$ cat src/rtl/cfg_capture_seq.sv
// Config pin capture sequencer: synchronises cfg_in, waits for it to settle, latches it,
// releases core_rst, and supports runtime re-capture through a req/ack handshake.
module cfg_capture_seq #(
  parameter int WIDTH         = 32,
  parameter int SYNC_STAGES   = 2,
  parameter int SETTLE_CYCLES = 16
) (
  input  logic             clk,
  input  logic             rst,
  input  logic             ena,
  input  logic [WIDTH-1:0] cfg_in,
  input  logic             relatch_req,
  output logic             relatch_ack,
  output logic [WIDTH-1:0] latched,
  output logic             latched_valid,
  output logic             core_rst,
  output logic             changed,
  output logic [1:0]       fsm_state
);

  localparam int CW = $clog2(SETTLE_CYCLES + 1);
  localparam logic [CW-1:0] CNT_LAST = CW'(SETTLE_CYCLES - 1);
  localparam logic [CW-1:0] CNT_MAX  = CW'(SETTLE_CYCLES);

  typedef enum logic [1:0] {
    SETTLE   = 2'd0,
    RUN      = 2'd1,
    RESETTLE = 2'd2,
    ACKWAIT  = 2'd3
  } state_t;

  state_t state_q, state_d;

  logic [SYNC_STAGES-1:0][WIDTH-1:0] sync_q;
  logic [WIDTH-1:0] prev_q;
  logic [CW-1:0]    cnt_q, cnt_d, cnt_step;
  logic [WIDTH-1:0] latched_d;
  logic             valid_d, core_rst_d, ack_d, changed_d;
  logic [WIDTH-1:0] s;
  logic             stable, capture;

  assign s        = sync_q[SYNC_STAGES-1];
  assign stable   = (s == prev_q) && ena;
  assign capture  = stable && (cnt_q == CNT_LAST);
  assign cnt_step = !stable ? '0 : ((cnt_q == CNT_MAX) ? cnt_q : cnt_q + CW'(1));

  // Handshake: relatch_req is a level; one capture is taken per assertion seen in RUN,
  // relatch_ack pulses for one cycle when latched is rewritten, and the sequencer waits
  // in ACKWAIT for relatch_req to drop before another request is accepted.
  always_comb begin
    state_d    = state_q;
    cnt_d      = cnt_q;
    latched_d  = latched;
    valid_d    = latched_valid;
    core_rst_d = core_rst;
    ack_d      = 1'b0;
    changed_d  = 1'b0;
    unique case (state_q)
      SETTLE: begin
        cnt_d      = cnt_step;
        core_rst_d = 1'b1;
        if (capture) begin
          latched_d = s;
          valid_d   = 1'b1;
          cnt_d     = '0;
          state_d   = RUN;
        end
      end
      RUN: begin
        core_rst_d = 1'b0;
        if (relatch_req) begin
          cnt_d   = '0;
          state_d = RESETTLE;
        end
      end
      RESETTLE: begin
        cnt_d = cnt_step;
        if (capture) begin
          latched_d = s;
          ack_d     = 1'b1;
          changed_d = (s != latched);
          cnt_d     = '0;
          state_d   = ACKWAIT;
        end
      end
      ACKWAIT: begin
        if (!relatch_req) state_d = RUN;
      end
      default: state_d = SETTLE;
    endcase
  end

  always_ff @(posedge clk) begin
    if (rst) begin
      sync_q        <= '0;
      prev_q        <= '0;
      cnt_q         <= '0;
      state_q       <= SETTLE;
      latched       <= '0;
      latched_valid <= 1'b0;
      core_rst      <= 1'b1;
      relatch_ack   <= 1'b0;
      changed       <= 1'b0;
    end else begin
      sync_q[0] <= cfg_in;
      for (int i = 1; i < SYNC_STAGES; i++) sync_q[i] <= sync_q[i-1];
      prev_q        <= s;
      cnt_q         <= cnt_d;
      state_q       <= state_d;
      latched       <= latched_d;
      latched_valid <= valid_d;
      core_rst      <= core_rst_d;
      relatch_ack   <= ack_d;
      changed       <= changed_d;
    end
  end

  assign fsm_state = state_q;

endmodule
$ cat config.mk
export PLATFORM = sky130hd
export DESIGN_NAME = cfg_capture_seq
export DESIGN_NICKNAME = d
export VERILOG_FILES = /design/src/rtl/cfg_capture_seq.sv
export SDC_FILE = /design/constraint.sdc
export NUM_CORES = 1
export LEC_CHECK = 0
export CAP_MARGIN = 20
export CORE_UTILIZATION = 40
export DETAILED_ROUTE_END_ITERATION = 8
export HOLD_SLACK_MARGIN = 0.06
export PLACE_DENSITY_LB_ADDON = 0.15
export SLEW_MARGIN = 20
export SYNTH_ARGS = -nofsm -noshare
export SYNTH_HDL_FRONTEND = slang
export SYNTH_SLANG_ARGS = --single-unit
export TNS_END_PERCENT = 100
$ cat constraint.sdc
create_clock -name clk -period 4.7 [get_ports clk]
set_input_delay 0.94 -clock clk [delete_from_list [all_inputs] [get_ports clk]]
set_output_delay 0.94 -clock clk [all_outputs]
set_load 0.005 [all_outputs]
# After elaboration in Yosys (flattened, before gate mapping)
# Index checks and enable logic that the tools add are counted.
word_totals:
  register_bits: 139
  input_bits: 36
  output_inout_bits: 38
  elab_cells: 49
op_classes:
  add_sub_neg: 1
  eq_ne: 12
  n_mux: 12
  bitwise: 2
  reduce_logical: 12
ops:
  columns: ["operator", "count"]
  rows:
  - ["equality test 32 bit", 1]
  - ["inequality test 32 bit", 1]
  - ["2-to-1 mux 5 bit", 4]
  - ["one-hot mux 5 bit (2 select lines)", 1]
  - ["2-to-1 mux 2 bit", 4]
  - ["inequality test 2 bit, second input constant", 4]
  - ["one-hot mux 2 bit (4 select lines)", 1]
  - ["adder 5 x 1 -> 5 bit, second input constant", 1]
  - ["equality test 5 x 4 -> 1 bit, second input constant", 1]
  - ["equality test 5 bit, second input constant", 1]
  - ["equality test 2 bit, second input constant", 2]
  - ["inequality test 4 bit, second input constant", 1]
  - ["AND reduction 2 bit", 2]
  - ["AND reduction 4 bit", 1]
  - ["nonzero test 2 bit", 2]
  - ["OR reduction 2 bit", 2]
  - ["AND reduction 3 bit", 1]
  - ["OR reduction 3 bit", 1]
  - ["equality test 2 x 1 -> 1 bit, second input constant", 1]
  - ["logical AND 1 bit", 2]
  - ["logical NOT 2 bit", 1]
  - ["inverter 1 bit", 2]
  - ["one-hot mux 1 bit (2 select lines)", 1]
  - ["2-to-1 mux 1 bit", 1]

# Longest topological paths before layout
# Gate-level depths: netlist of run 1.
logic_depth:
  ltp_word: 5
  ltp_mapped: 8
  depth_no_buf: 8

# Least setup slack after synthesis of run 1
# OpenSTA, ideal clock, no wires.
synth_timing:
  path_kind: "in2reg"
  startpoint: "input port ena"
  endpoint: "register latched[0]"
  setup_time_ps: 128
  arrival_time_ps: 1986
  required_time_ps: 4572
  slack_ps: 2587
  path_stages: 6
  path_buffers: 1
  cell_sequence: "nand2_1 > nor4_4 > nand4_2 > buf_2 > mux2i_1 > nor2_1"
synth_via:
  elab_chain_cells: 3
synth_rtl:
  columns: ["item", "line", "rtl"]
  rows:
  - ["from (decl)", "10", "input logic ena,"]
  - ["logical AND 1 bit", "43", "assign stable = (s == prev_q) && ena;"]
  - ["logical AND 1 bit", "44", "assign capture = stable && (cnt_q == CNT_LAST);"]
  - ["AND reduction 2 bit (no line)", null, null]
  - ["to (signal assigned)", "110", "latched <= latched_d;"]
  - ["to (decl)", "14", "output logic [WIDTH-1:0] latched,"]
# No other way between the ends.
# A chain may end at the register's enable or synchronous reset.

# Worst setup path in the final report of run 1
layout_timing:
  startpoint: "input port ena"
  endpoint: "register changed"
layout_via:
  elab_chain_cells: 4
layout_rtl:
  columns: ["item", "line", "rtl"]
  rows:
  - ["logical AND 1 bit", "43", null]
  - ["logical AND 1 bit", "44", null]
  - ["inverter 1 bit (no line)", null, null]
  - ["OR reduction 3 bit (no line)", null, null]
  - ["to (signal assigned)", "114", "changed <= changed_d;"]
  - ["to (decl)", "17", "output logic changed,"]
# No other way between the ends.

==> results of run 1 <==
cell families after synthesis:
kind of cell | share of synthesized area
AOI/OAI and AO/OA | 0.0188
xor gates and xnor gates | 0.111
adders and majority gates | 0.0198
buffers and inverters | 0.0193
DFF | 0.550
muxes | 0.0675
and+or+nand+nor | 0.214
stage by stage:
stage / instance area, um2 / utilization / setup slack (ns) / hold WS (ns) / total power, W
5_1_grt: 6530 / 0.537 / 2.04 / 0.447 / 0.00277
6_report: 6530 / 0.537 / 2.16 / 0.431 / 0.00266
3_5_place_dp: 5950 / 0.489 / 1.73 / 0.423 / 0.00140
3_3_place_gp: 5950 / 0.489 / 1.80 / 0.418 / 0.00140
4_1_cts: 6530 / 0.537 / 2.14 / 0.436 / 0.00270
2_1_floorplan: 5060 / - / 2.59 / 0.414 / 0.00134
cell usage after synthesis:
library cell / instances / area share
o21bai_1: 1 / 0.0015
nor3_1: 4 / 0.0040
nand4b_1: 1 / 0.0017
a22o_1: 1 / 0.0017
a21boi_0: 1 / 0.0015
or4_1: 1 / 0.0015
buf_2: 3 / 0.0030
ha_1: 8 / 0.020
nor2_1: 43 / 0.032
nand3_1: 2 / 0.0020
and3_1: 1 / 0.0012
nand4_1: 17 / 0.021
nor4_1: 4 / 0.0049
nor2b_1: 99 / 0.12
mux2i_1: 33 / 0.065
nand2_1: 6 / 0.0045
nor4_4: 1 / 0.0042
dfxtp_1: 139 / 0.55
or3_1: 1 / 0.0012
o21ba_2: 1 / 0.0020
clkbuf_1: 15 / 0.011
mux2_2: 1 / 0.0022
and4_1: 1 / 0.0017
a21o_1: 2 / 0.0030
xnor2_1: 64 / 0.11
a21oi_1: 3 / 0.0030
nand2b_1: 2 / 0.0025
o22ai_1: 2 / 0.0025
o21ai_0: 1 / 0.00099
or4b_2: 1 / 0.0020
nand4_2: 1 / 0.0025
a2111oi_0: 1 / 0.0017
nor4b_1: 1 / 0.0017
or2_2: 2 / 0.0025
o21ai_1: 1 / 0.00099
inv_1: 7 / 0.0052
power by group through the flow:
| stage | combinational [W] | clock, W | sequential, W |
|---|---|---|---|
| 3_5_place_dp | 0.000141 | 0 | 0.00126 |
| 4_1_cts | 0.000142 | 0.00132 | 0.00124 |
| 6_report | 0.000140 | 0.00129 | 0.00124 |
| 2_1_floorplan | 0.0000894 | 0 | 0.00126 |
| 3_3_place_gp | 0.000140 | 0 | 0.00126 |
| 5_1_grt | 0.000154 | 0.00138 | 0.00124 |
state kept, by name, indices dropped and copies added (netlist names), 2 cells and up:
name       count
cnt_q          5
fsm_state      2
latched       32
prev_q        32
s             32
sync_q        32
worst max-delay path: stages:
cell and delay [ns]:
clkdlybuf4s50_1 0.46, nand2_1 0.10, nor4_4 0.38, nand4b_1 0.24, nor3_1 0.42, a21boi_0 0.30
path summary, 6_finish.rpt:
| check | end | slack (ns) | cells after the start |
|---|---|---|---|
| hold reg to reg | s[7]$_SDFF_PP0_ | 0.43 | 1 |
| hold / removal | s[7]$_SDFF_PP0_ | 0.43 | 1 |
| setup reg to reg | changed$_SDFF_PP0_ | 2.39 | 6 |
| setup / recovery | changed$_SDFF_PP0_ | 2.16 | 6 |
layout by cell type (no fill, tap or decap), drive strengths merged, types with 4 or more instances in the layout:
cell,instances
nor2b,99
nor3,4
nor4,5
mux2i,33
clkinv,6
nor2,43
ha,8
xnor2,64
buf,4
nand4,18
clkbuf,24
clkdlybuf4s50,72
dfxtp,139
nand2,6
inv,7
area by class of cell:
cell class	count	area [um2]
flip-flops and latches	139	2780
multi-input cells	308	2180
inverters	7	26.3
clock inverters	8	90.1
repair buffers	76	751
well taps	168	210
fillers	1101	5630
clock buffers	24	492
metal layers:
| metal | global-route usage | vias up |
|---|---|---|
| li1 | - | 1689 |
| met1 | 0.199 | 1523 |
| met2 | 0.252 | 70 |
| met3 | 0.0508 | 12 |
| met4 | 0.0823 | 0 |
| met5 | 0 | - |
==> impl_metrics.csv, run 1 <==
group,metric,value,unit
status,status,"complete, no violations",
drt,drt_iter0_drc,128,
power_and_ir_drop,combPwrFrac,0.052,
synth,synth-seq-area-share,0.550,
synth,synth.avg_cell_area,10.7,um2
power_and_ir_drop,leakagePower,2.63,nW
drt,routedWlPerCell,13.0,um
timing,worst_slew_pin_slew,0.943,ns
power_and_ir_drop,intPower,0.00212,W
worst_setup_path,end_kind,"register",
grt,antenna_found_initial,0,
clock_tree,postCtsResizedCells,0,
clock_tree,clock_sinks,139,
power_and_ir_drop,clkPwrFrac,0.483,
timing,fmax,394,MHz
placement,place_congestion,0.753,
layout,finalNonFillerCells,730,
worst_setup_path,reg2reg_from,"s[15]$_SDFF_PP0_",
timing,rsz0062_at_grt,"no",
synth,syn-num-nets,516,
clock_tree,clockBufferDepth,2,
drt,vias,3294,
timing,setup_viol,0,
power_and_ir_drop,swShare,0.203,
layout,antenna_cells,0,
layout,fin_nets,593,
worst_setup_path,critPathKind,"input port to register",
drt,route.met2.wl,4.42,mm
grt,grt_pass1_wl,15.6,mm
synth,synthCells,472,
timing,slew_viol_final,0,
synth,synth_area,5060,um2
timing,tns,0,ns
timing,finalCriticalPeriod,2.54,ns
drt,remaining_drc_errors,0,
worst_setup_path,crit_start,"ena",
synth,ys_seq_elements,139,
placement,dp_cells,698,
layout,syn_to_final_growth,29.1,%
synth,ys_warn_count,0,
layout,final_layout_size_suffix_gt1_frac,0.0712,
die,rows,40,
die,coreArea,12200,um2
timing,min_period_over_period,0.540,
clock_tree,clock-root-buffer,"clkbuf_16",
placement,port_buffers,73,
die,start_util,0.416,
grt,grt_pass1_vias,3202,
clock_tree,ctsHoldBuffers,0,
worst_hold_path,hold_class,"register to register",
drt,drtPass1Iterations,4,
clock_tree,numCtsBuffers,17,
drt,viasPerCell,4.51,
clock_tree,clkLatencyLatePin,0.41,ns
clock_tree,cts_tree,"yes",
grt,grt_max_degree,100,
placement,dp.final_hpwl,6.58,mm
power_and_ir_drop,seqPwrFrac,0.464,
grt,globalRouteOverflowTotal,0,
worst_setup_path,path_max_fanout,5,
power_and_ir_drop,power_density,408,nW/um2
die,dieArea,13100,um2
drt,wirelength,9.50,mm
synth,synth.distinct_cells,36,
timing,relSlewSlack,0.371,
clock_tree,path_clk_slew,0.05,ns
grt,track_usage,0.161,
run,maxCapViolCount,0,
power_and_ir_drop,vdd_ir_drop_max,208,uV
timing,hold_viol,0,
worst_setup_path,critPathArrivalTime,2.85,ns
drt,m1WireLength,4.52,mm
drt,highest_layer,"met4",
power_and_ir_drop,p_sw,0.000542,W
die,ios,74,
worst_hold_path,hold_start,"sync_q[7]$_SDFF_PP0_",
drt,drt.antenna.violating_nets,0,
die,die_w,114,um
worst_setup_path,cp_data_required_time,5.01,ns
clock_tree,cts_max_level,4,
drt,routed-wl-met3,386,um
worst_setup_path,start_kind,"input port",
timing,clock-skew-final,0.00988,ns
clock_tree,post_cts_buffers,0,
die,dieHeight,114,um
Power figures use the tool's default switching activity.
==> run 2, diff against run 1 <==
==> constraint.sdc (replaced) <==
create_clock -name clk -period 2.3 [get_ports clk]
set_input_delay 0.46 -clock clk [delete_from_list [all_inputs] [get_ports clk]]
set_output_delay 0.46 -clock clk [all_outputs]
set_load 0.005 [all_outputs]
==> impl_metrics.csv, run 2 (synthesized netlist as in run 1, its figures left out) <==
group,metric,value,unit
timing,hold_viol,0,
die,dieArea,13100,um2
placement,postPlaceCellArea,5970,um2
clock_tree,clkLatencyLatePin,0.42,ns
drt,routedWlPerCell,13.5,um
placement,place_congestion,0.784,
drt,vias,3284,
layout,fin_nets,595,
timing,worst_slew_pin_slew,0.527,ns
worst_hold_path,min_to,"latched_valid$_SDFFE_PP0P_",
placement,post-place-ws,0.0201,ns
layout,final_layout_size_suffix_gt1_frac,0.0816,
clock_tree,numCtsBuffers,17,
layout,post-route-cell-area,6620,um2
clock_tree,clock_sinks,139,
timing,final.setup.worst_slack,0.185,ns
timing,finalCriticalPeriod,2.12,ns
drt,drt_iter0_drc,146,
drt,routed-wl-met3,347,um
die,ios,74,
worst_setup_path,cp_data_required_time,2.66,ns
worst_setup_path,path_max_fanout,5,
grt,track_usage,0.166,
timing,rsz0062_at_grt,"no",
die,start_util,0.416,
status,status,"complete, no violations",
run,maxCapViolCount,0,
drt,drt.antenna.violating_nets,0,
drt,route.met2.wl,4.52,mm
layout,layout_common_cells,"dfxtp_1 (139), nor2b_1 (99), clkdlybuf4s50_1 (72)",
worst_setup_path,r2r_setup_slack,0.18,ns
grt,antenna_found_initial,0,
die,coreArea,12200,um2
grt,grt_pass1_vias,3131,
drt,remaining_drc_errors,0,
worst_setup_path,r2r_end,"cnt_q[3]$_SDFFE_PP0P_",
worst_setup_path,worst_r2r_path_depth,6,
placement,dp.final_hpwl,6.75,mm
timing,tns,0,ns
die,rows,40,
die,die_w,114,um
die,dieHeight,114,um
timing,fmax,473,MHz
layout,antenna_cells,0,
worst_hold_path,holdPathStages,2,
power_and_ir_drop,leakagePower,2.66,nW
grt,globalRouteOverflowTotal,0,
drt,m1WireLength,4.74,mm
worst_setup_path,end_kind,"register",
clock_tree,clock-root-buffer,"clkbuf_16",
timing,min_period_over_period,0.920,
drt,wirelength,9.85,mm
worst_setup_path,reg2reg_from,"s[15]$_SDFF_PP0_",
timing,setup_viol,0,
layout,layout.cells.most_common,"dfxtp_1",
worst_hold_path,hold_class,"input port to register",
worst_setup_path,start_kind,"register",
layout,syn_to_final_growth,31.0,%
power_and_ir_drop,fin_total_pwr,0.00572,W
grt,grt_pass1_wl,15.9,mm
clock_tree,cts_max_level,4,
placement,port_buffers,73,
clock_tree,clockBufferDepth,2,
power_and_ir_drop,power_density,863,nW/um2
drt,drtPass1Iterations,4,
layout,final_core_utilization,0.545,
drt,viasPerCell,4.49,
clock_tree,cts_tree,"yes",
worst_setup_path,critPathKind,"register to register",
timing,slew_viol_final,0,
worst_setup_path,critPathArrivalTime,2.48,ns
clock_tree,post_cts_buffers,0,
clock_tree,path_clk_slew,0.06,ns
timing,relSlewSlack,0.649,
grt,grt_max_degree,129,
timing,clock-skew-final,0.00448,ns
drt,highest_layer,"met4",
power_and_ir_drop,vdd_ir_drop_max,431,uV
worst_hold_path,hold_start,"rst",
[run 2: changes by cell type in the layout (fill, tap and decap cells not counted)]
| cell | delta |
|---|---|
| bufinv_16 | +2 |
| nor3_1 | -1 |
| clkbuf_1 | -3 |
| inv_6 | +1 |
| nor3_2 | +1 |
| buf_12 | +1 |
| clkinv_2 | -2 |
| buf_4 | +1 |
| clkinvlp_4 | +2 |
[run 2: worst max-delay path by stage]
stage	startpoint	end	slack (ns)	depth (start not counted)
2_1_floorplan	cnt_q[0]$_SDFFE_PP0P_	latched[0]$_SDFFE_PP0P_	0.46	8
3_3_place_gp	ena	changed$_SDFF_PP0_	0.06	6
3_5_place_dp	ena	changed$_SDFF_PP0_	0.02	6
4_1_cts	s[15]$_SDFF_PP0_	changed$_SDFF_PP0_	0.11	6
5_1_grt	s[5]$_SDFF_PP0_	cnt_q[3]$_SDFFE_PP0P_	0.01	6
6_report	s[15]$_SDFF_PP0_	cnt_q[3]$_SDFFE_PP0P_	0.18	6
[run 2: layout make-up]
class                   count  area, um2
inverters                   7       26.3
well taps                 168        210
flip-flops and latches    139       2780
multi-input cells         308       2180
clock inverters            11        164
clock buffers              21        480
repair buffers             78        778
fillers                  1073       5540
[run 2: per-layer routing]
metal  track usage  vias up
li1              -     1693
met4        0.0883        0
met3        0.0524       16
met1         0.211     1516
met5             0        -
met2         0.250       59
[run 2: power by group]
group	switching, W	internal, W	total, W
registers	0.0000461	0.00248	0.00253
clock network	0.000977	0.00192	0.00290
logic	0.000131	0.000162	0.000293
total	0.00115	0.00456	0.00572
[run 2: timing repair]
action	in CTS	in global routing
gates resized for setup	0	1
hold buffers	0	0
setup endpoints to repair	0	1
[run 2: critical path, cell delays in order (launching register included)]
cell and delay (ns):
dfxtp_1 0.35, xnor2_1 0.30, nand4_1 0.24, nor4_4 0.36, nand4b_1 0.27, a2111oi_0 0.41
a21o_1 0.13
[run 2: per-stage QoR]
stage | hold slack [ns] | std cells
floorplan | 0.414 | 472
global placement | 0.418 | 700
detailed placement | 0.422 | 700
CTS | 0.356 | 732
global route | 0.383 | 732
finish | 0.378 | 732
